==> src/rtl/uart_pkg.sv <==
// Shared UART definitions: receiver state encoding, bit-period helper and data width.
package uart_pkg;

  localparam int UART_DATA_W = 8;

  typedef enum logic [2:0] {
    IDLE,
    START,
    DATA,
    PARITY,
    STOP,
    BREAK
  } uart_rx_state_e;

  function automatic int clks_per_bit(input int clk_hz, input int baud);
    return clk_hz / baud;
  endfunction

endpackage

==> src/rtl/stream_bus.sv <==
// StreamBus valid/ready/data handshake shared by uart_tx (sink side) and uart_rx (source side).
interface stream_bus (
  input logic clk,
  input logic rst
);
  import uart_pkg::*;

  logic                   valid;
  logic                   ready;
  logic [UART_DATA_W-1:0] data;

  modport source (input clk, input rst, input ready, output valid, output data);
  modport sink   (input clk, input rst, input valid, input data, output ready);
endinterface

==> src/rtl/uart_rx_sync.sv <==
// Two-flop synchronizer for an asynchronous single-bit input; both flops reset to RST_VAL.
module uart_rx_sync #(
  parameter logic RST_VAL = 1'b1
) (
  input  logic clk,
  input  logic rst,
  input  logic d,
  output logic q
);
  logic meta;

  // NOTE: sequential state uses non-blocking assignments so every flop samples pre-edge values.
  always_ff @(posedge clk or posedge rst) begin
    if (rst) begin
      meta <= RST_VAL;
      q    <= RST_VAL;
    end else begin
      meta <= d;
      q    <= meta;
    end
  end
endmodule

==> src/rtl/uart_rx.sv <==
// 8N1 UART receiver presenting bytes on a StreamBus source port.
// Define UART_RX_PARITY_EN to add an even-parity bit and the perr output.
module uart_rx
  import uart_pkg::*;
#(
  parameter int CLK_HZ = 8_000_000,
  parameter int BAUD   = 1_000_000
) (
  input  logic      clk,
  input  logic      rst,
  input  logic      rx,
  stream_bus.source bus,
  output logic      ferr,
  output logic      ovf
`ifdef UART_RX_PARITY_EN
  ,
  output logic      perr
`endif
);
  localparam int CPB = clks_per_bit(CLK_HZ, BAUD);
  localparam int CW  = $clog2(CPB);
  localparam logic [CW-1:0] HALF_LOAD = CW'(CPB / 2 - 1);
  localparam logic [CW-1:0] FULL_LOAD = CW'(CPB - 1);

  if (CPB < 4) begin : g_bad_baud
    $error("uart_rx: CLK_HZ/BAUD must give at least 4 clocks per bit");
  end

  uart_rx_state_e         state, state_n;
  logic [CW-1:0]          cnt, cnt_n;
  logic [2:0]             idx, idx_n;
  logic [UART_DATA_W-1:0] sh, sh_n;
  logic                   rxs, rxs_prev;
  logic [1:0]             warm;
  logic                   expired, done, frame_err;
`ifdef UART_RX_PARITY_EN
  logic                   par_bad, par_bad_n, par_fail;
`endif

  uart_rx_sync #(.RST_VAL(1'b1)) u_sync (
    .clk(clk),
    .rst(rst),
    .d  (rx),
    .q  (rxs)
  );

  assign expired = (cnt == '0);

  // NOTE: every always_comb output gets a default first so no path can infer a latch.
  always_comb begin
    state_n   = state;
    cnt_n     = cnt;
    idx_n     = idx;
    sh_n      = sh;
    done      = 1'b0;
    frame_err = 1'b0;
`ifdef UART_RX_PARITY_EN
    par_bad_n = par_bad;
    par_fail  = 1'b0;
`endif
    if (state != IDLE && state != BREAK && !expired) cnt_n = cnt - 1'b1;
    unique case (state)
      IDLE: if (rxs_prev && !rxs) begin
        state_n = START;
        cnt_n   = HALF_LOAD;
      end
      START: if (expired) begin
        if (rxs) begin
          state_n = IDLE;
        end else begin
          state_n = DATA;
          idx_n   = 3'd0;
          cnt_n   = FULL_LOAD;
        end
      end
      DATA: if (expired) begin
        sh_n  = {rxs, sh[UART_DATA_W-1:1]};
        idx_n = idx + 3'd1;
        cnt_n = FULL_LOAD;
`ifdef UART_RX_PARITY_EN
        if (idx == 3'd7) state_n = PARITY;
`else
        if (idx == 3'd7) state_n = STOP;
`endif
      end
`ifdef UART_RX_PARITY_EN
      PARITY: if (expired) begin
        par_bad_n = rxs ^ (^sh);
        cnt_n     = FULL_LOAD;
        state_n   = STOP;
      end
`endif
      STOP: if (expired) begin
        if (!rxs) begin
          frame_err = 1'b1;
          state_n   = BREAK;
        end else begin
          // Leave mid stop bit so a back-to-back start edge is caught.
          state_n = IDLE;
`ifdef UART_RX_PARITY_EN
          par_fail = par_bad;
          done     = !par_bad;
`else
          done     = 1'b1;
`endif
        end
      end
      BREAK: if (rxs) state_n = IDLE;
      default: state_n = IDLE;
    endcase
  end

  always_ff @(posedge clk or posedge rst) begin
    if (rst) begin
      state    <= IDLE;
      cnt      <= '0;
      idx      <= '0;
      sh       <= '0;
      warm     <= '0;
      rxs_prev <= 1'b0;
`ifdef UART_RX_PARITY_EN
      par_bad  <= 1'b0;
`endif
    end else begin
      state    <= state_n;
      cnt      <= cnt_n;
      idx      <= idx_n;
      sh       <= sh_n;
      warm     <= {warm[0], 1'b1};
      // Synchronizer reset values fake an idle line; ignore rxs until they have flushed.
      rxs_prev <= warm[1] ? rxs : 1'b0;
`ifdef UART_RX_PARITY_EN
      par_bad  <= par_bad_n;
`endif
    end
  end

  always_ff @(posedge clk or posedge rst) begin
    if (rst) begin
      bus.valid <= 1'b0;
      bus.data  <= '0;
      ferr      <= 1'b0;
      ovf       <= 1'b0;
`ifdef UART_RX_PARITY_EN
      perr      <= 1'b0;
`endif
    end else begin
      ferr <= frame_err;
      ovf  <= done && bus.valid && !bus.ready;
`ifdef UART_RX_PARITY_EN
      perr <= par_fail;
`endif
      if (done && !(bus.valid && !bus.ready)) begin
        bus.valid <= 1'b1;
        bus.data  <= sh;
      end else if (bus.valid && bus.ready) begin
        bus.valid <= 1'b0;
      end
    end
  end
endmodule

==> src/flat_wrapper.sv <==
// flat-port wrapper written by rule: the top's interface ports become plain ports
module uart_rx_flat import uart_pkg::*;
#(
  parameter int CLK_HZ = 8_000_000,
  parameter int BAUD   = 1_000_000
)
  (clk, rst, rx, ferr, ovf, bus_ready, bus_valid, bus_data);
  stream_bus bus_i (.clk(clk), .rst(rst));
  input  logic clk;
  input  logic rst;
  input  logic rx;
  output logic ferr;
  output logic ovf;
  input wire logic [$bits(bus_i.ready)-1:0] bus_ready;
  output wire logic [$bits(bus_i.valid)-1:0] bus_valid;
  output wire logic [$bits(bus_i.data)-1:0] bus_data;
  assign bus_i.ready = bus_ready;
  assign bus_valid = bus_i.valid;
  assign bus_data = bus_i.data;
  uart_rx #(.CLK_HZ(CLK_HZ), .BAUD(BAUD)) u_core (.clk(clk), .rst(rst), .rx(rx), .bus(bus_i), .ferr(ferr), .ovf(ovf));
endmodule
==> config.mk <==
export PLATFORM = sky130hd
export DESIGN_NAME = uart_rx_flat
export DESIGN_NICKNAME = d
export VERILOG_FILES = /design/src/rtl/uart_pkg.sv /design/src/rtl/stream_bus.sv /design/src/rtl/uart_rx_sync.sv /design/src/rtl/uart_rx.sv /design/src/flat_wrapper.sv
export SDC_FILE = /design/constraint.sdc
export NUM_CORES = 1
export LEC_CHECK = 0
export ABC_AREA = 1
export CORE_MARGIN = 1.5
export CORE_UTILIZATION = 50
export CTS_CLUSTER_SIZE = 24
export DETAILED_ROUTE_END_ITERATION = 8
export PLACE_DENSITY = 0.71
export SLEW_MARGIN = 5
export SYNTH_ARGS = -nofsm -noshare
export SYNTH_HDL_FRONTEND = slang
export SYNTH_HIERARCHICAL = 1
export SYNTH_SLANG_ARGS = --single-unit
==> constraint.sdc <==
create_clock -name clk -period 1.6 [get_ports clk]
set_clock_uncertainty 0.1 [all_clocks]
set_input_delay 0.24 -clock clk [delete_from_list [all_inputs] [get_ports clk]]
set_output_delay 0.24 -clock clk [all_outputs]
set_load 0.01 [all_outputs]
After elaboration in Yosys (flattened, before gate mapping). Cells that the tools add are included.

Multiplexer cells: 28. Reductions and logical operators: 20. Shifts and indexed selects: 0. Div/mod/pow operators: 0. Bitwise gates (word level): 0. Multipliers: 0. Magnitude comparators: 0. $add $sub $neg: 2. Eq/ne operators: 13.

Operator list (count): two-way mux 3 bit (15); one-hot mux 3 bit (5 select lines) (1); != test 2 x 1 -> 1 bit (second input constant) (5); == test 3 bit (second input constant) (3); two-way mux 1 bit (9); one-hot mux 3 bit (3 select lines) (1); logical AND 1 bit (8); logical NOT 3 bit (2); one-hot mux 3 bit (2 select lines) (1); AND reduction 6 bit (1); logical NOT 1 bit (4); != test 2 bit (second input constant) (2); AND reduction 4 bit (1); nonzero test 2 bit (2); adder 3 x 1 -> 3 bit (second input constant) (1); == test 3 x 1 -> 1 bit (second input constant) (1); == test 3 x 2 -> 1 bit (second input constant) (1); != test 3 bit (second input constant) (1); nonzero test 3 bit (1); subtractor 3 x 1 -> 3 bit (second input constant) (1); two-way mux 2 bit (1); AND reduction 2 bit (1).

Bits in latches: 0. Memories kept: 0. Memory bits (read-only): 0. Memory bits (writable): 0. Output and inout bits: 11. Register bits after elaboration: 33. Input port bits: 4.

Depth between registers and ports, before layout.
Depth in word-level cells: 7. Depth in mapped cells: 9. Gate-level depth less buffers: 9.

By module. The synthesis kept the hierarchy.

By module, submodules not included: uart_rx (area an instance 1482.7 µm², cells each 166, times used 1); uart_rx_sync (area an instance 56.3 µm², cells each 3, times used 1).

Worst setup path after synthesis. OpenSTA, ideal clock, no wires.

Path kind: register to register. Start: reg u_core.cnt[0]. End: reg u_core.bus.data[4]. Data arrival time: 1.315 ns. Period minus slack after synthesis: 1.532 ns. Cell stages (with the launch flop): 9. Data required time: 1.383 ns. Path buffers: 1. Path slack: 0.068 ns. Cell sequence: dfrtp_1 > inv_1 > ha_1 > nand2_4 > nor3_4 > nand2_2 > buf_6 > nand2_2 > o21ai_2.

Word-level cells in the longest chain between the ends: 4.

RTL lines: from (decl) (line uart_rx.sv:30) `logic [CW-1:0] cnt, cnt_n;`; from (signal assigned) (line uart_rx.sv:126) `cnt <= cnt_n;`; logical NOT 3 bit (line uart_rx.sv:47) `assign expired = (cnt == '0);`; two-way mux 1 bit (line uart_rx.sv:93) `STOP: if (expired) begin`; two-way mux 1 bit (line uart_rx.sv:62) `unique case (state)`; logical AND 1 bit (line uart_rx.sv:153) `if (done && !(bus.valid && !bus.ready)) begin`; to (signal assigned) (line uart_rx.sv:155) `bus.data <= sh;`; to (decl) (line stream_bus.sv:12) `modport source (input clk, input rst, input ready, output valid, output data);`.

No other way between the ends. A chain may end at the register's enable or synchronous reset.

Worst setup path after layout.
Start: reg u_core.cnt[1]. End: reg u_core.idx[1].

Word-level cells in the longest chain between the ends: 3.

RTL lines: logical NOT 3 bit (*) (line uart_rx.sv:47); != test 2 x 1 -> 1 bit (no line); AND reduction 4 bit (no line) (*); to (signal assigned) (line uart_rx.sv:127) `idx <= idx_n;`; to (decl) (line uart_rx.sv:31) `logic [2:0] idx, idx_n;`.

Mark *: on every way between the ends. The rest lies on a longest branch, timed or not.

==> results.py <==
metrics = {
    "critical_path": {
        "arrival_ns": 1.64,
        "path_class": "flip-flop to flip-flop",
        "path_max_fanout": 9,
        "rrSetupSlack_ns": 0.06,
        "required_ns": 1.70,
        "start_kind": "flip-flop",
        "rr_startpoint": "u_core/cnt[1]",
        "reg2reg_to": "u_core/idx[1]",
        "critPathLaunch": "u_core/cnt[1]",
        "endpoint_kind": "flip-flop",
        "r2r_cells": 10,
    },
    "detailed_routing": {
        "detail_route.wirelength_um": 2970,
        "drc": 0,
        "viasPerCell": 5.15,
        "wl_per_cell_um": 12.7,
        "ant_nets": 0,
        "drt_iter0_markers": 45,
        "vias": 1201,
        "drtPass1Iterations": 4,
    },
    "sta": {
        "holdWs_ns": 0.173,
        "drv_slew": 0,
        "post-route-period-util_pct": 96.4,
        "timing.final.ws_setup_ns": 0.0578,
        "hold_viol_final": 0,
        "fmax_mhz": 648,
        "tns_ns": 0,
        "period_needed_ns": 1.54,
        "setup_viol": 0,
    },
    "placement": {
        "place_area_mm2": 0.00178,
        "io_buffers": 14,
        "gp_congestion": 0.888,
        "dpl_worst_slack_ns": 0.00993,
        "dpl.hpwl_um": 2080,
        "dp_cells": 219,
    },
    "pwr": {
        "p_leak_nw": 1.11,
        "finalPower_mw": 2.44,
        "switching_share_pct": 37.7,
        "p_sw_mw": 0.918,
        "ir_drop_mv": 0.720,
        "power_density_mw_per_mm2": 1280,
        "seqPwrFrac_pct": 43.3,
        "power_frac_comb_pct": 39.2,
        "clkPwrFrac_pct": 17.5,
        "power.internal_mw": 1.52,
    },
    "clocking": {
        "clock-sinks": 33,
        "cts_tree": "yes",
        "cts-root-buf": "clkbuf_4",
        "cts_buffer_depth": 2,
        "clkLatencyLatePin_ns": 0.31,
        "cts_hold_buf": 0,
        "cts-buffers-inserted": 5,
        "path_clk_slew_ns": 0.10,
        "cts.htree.levels": 2,
    },
    "synth": {
        "syn_nets": 177,
        "synth_edf_count": 0,
        "ys_top_cells_by_area": "dfrtp_1 50%, nand2_1 12%, nand3_1 4.9%, inv_1 4.6%, o21ai_2 4.0%",
        "synthCells": 169,
        "yosys.area.top_type_share_pct": 50.4,
        "yosysSeqAreaShare_pct": 53.8,
        "synth_warnings": 6,
        "synth.distinct_cells": 24,
        "syn_area_mm2": 0.00154,
        "synth_top_area_cell": "dfrtp_1",
        "syn_avg_cell_area_um2": 9.11,
        "ys.flop_type": "dfrtp_1",
        "async_flop_share_pct": 100,
        "ys_ff_latch": 33,
    },
    "finish": {
        "layoutNonFillerInstCount": 233,
        "drive_above_1_share_pct": 24.8,
        "fin_util_pct": 67.5,
        "diodes": 0,
        "multi_input_area_um2": 621,
        "nFillCells": 231,
        "seq_area_um2": 830,
        "fin_nets": 209,
        "fin_area_mm2": 0.00191,
        "area_growth_pct": 24.1,
    },
    "die": {
        "row_count": 19,
        "coreArea_mm2": 0.00283,
        "dieArea_mm2": 0.00342,
        "chipHeight_um": 58.5,
        "initial_core_util_pct": 54.4,
        "die_x_um": 58.5,
        "boundaryPins": 15,
    },
    "flow_run": {
        "maxCapViolCount": 0,
    },
    "hold_path": {
        "hold_class": "input pin to async pin",
    },
    "status": {
        "status": "finished, final reports clean",
    },
    "global_route": {
        "grt_pass1_wl_um": 4900,
        "grt_pass1_vias": 1163,
        "gr-usage-all-layers_pct": 19.2,
        "grt_max_degree": 32,
        "gr-total-overflow": 0,
        "antenna_found_initial": 0,
    },
}
[how the worst max path moves through the flow]
stage | to | slack (ns) | depth (start not counted)
6_report | u_core/idx[1] | 0.06 | 10
5_1_grt | u_core/idx[1] | -0.03 | 10
4_1_cts | bus_data[0] | 0.01 | 1
3_5_place_dp | u_core/bus.data[7] | 0.01 | 7
3_3_place_gp | u_core/bus.data[6] | 0.06 | 7
2_1_floorplan | u_core/bus.data[4] | 0.07 | 8
[synth_stat cells (3+ instances only)]
cell      n
ha_1      4
dfrtp_1  31
o21ai_0   5
o21ai_2   7
nand3_1  15
nand2_2   3
nand2_1  48
inv_2     4
nor2_1    9
nand2_4   3
inv_1    19
o21ai_1   6
[state kept, by name, summed over array words and instances (netlist names)]
| signal | flops |
|---|---|
| u_core/cnt | 3 |
| u_core/rxs_prev | 1 |
| u_core/sh | 8 |
| u_core/ovf | 1 |
| u_core/ferr | 1 |
| u_core/warm | 2 |
| u_core/u_sync/meta | 1 |
| u_core/bus.data | 8 |
| u_core/u_sync/q | 1 |
| u_core/bus.valid | 1 |
| u_core/state | 3 |
| u_core/idx | 3 |
[repair_timing]
item,in CTS,in global routing
gates cloned,0,1
setup buffers,0,5
setup endpoints to repair,5,22
resized for setup,1,15
pin swaps,0,4
[power by group through the flow]
stage,sequential [mW],combinational [mW],clock [mW]
after floorplan,1.03,0.626,0
after global placement,1.06,0.792,0
after detailed placement,1.07,0.841,0
after CTS,1.05,0.846,0.448
after global routing,1.07,1.08,0.489
final,1.06,0.954,0.427
[cell families after synthesis]
group	Yosys count	synth area share, %
compound gates	20	8.21
xor+xnor	1	0.569
buf+inv	26	7.40
flops	33	53.8
other cells	1	0.244
fa+ha+maj	4	3.25
simple gates	84	26.5
[critical path, stage by stage, from the launching register on]
cell and delay (ns):
dfrtp_1 0.41, inv_2 0.07, ha_2 0.19, nand2_4 0.07
buf_12 0.15, inv_4 0.06, nand2_1 0.05, nor2_1 0.14
nor2_2 0.08, nand2_1 0.06, nand2_1 0.05
[per-layer routing]
layer	GRT usage, %	routed length (um)	up-vias
li1	-	-	593
met1	21.9	1230	577
met2	34.2	1570	29
met3	5.93	141	2
met4	6.31	18	0
met5	0	0	-
[placed cells by master (no fill, tap or decap), drive strengths merged, types with 2 or more instances in the layout]
master	count
dfrtp	31
a21oi	2
clkdlybuf4s50	7
nor2	12
o21ai	18
clkinv	2
nand3	15
clkbuf	6
ha	4
nand2	55
buf	13
dfstp	2
inv	23
dlymetal6s2s	7
[cell type report]
type | instances | area share [%]
multi-input cells | 111 | 32.5
well taps | 31 | 2.03
inverters | 23 | 4.65
clock inverters | 2 | 0.524
flip-flops and latches | 33 | 43.4
clock buffers | 6 | 2.16
repair buffers | 27 | 14.7
No activity file was read; power rests on OpenSTA's default activity.
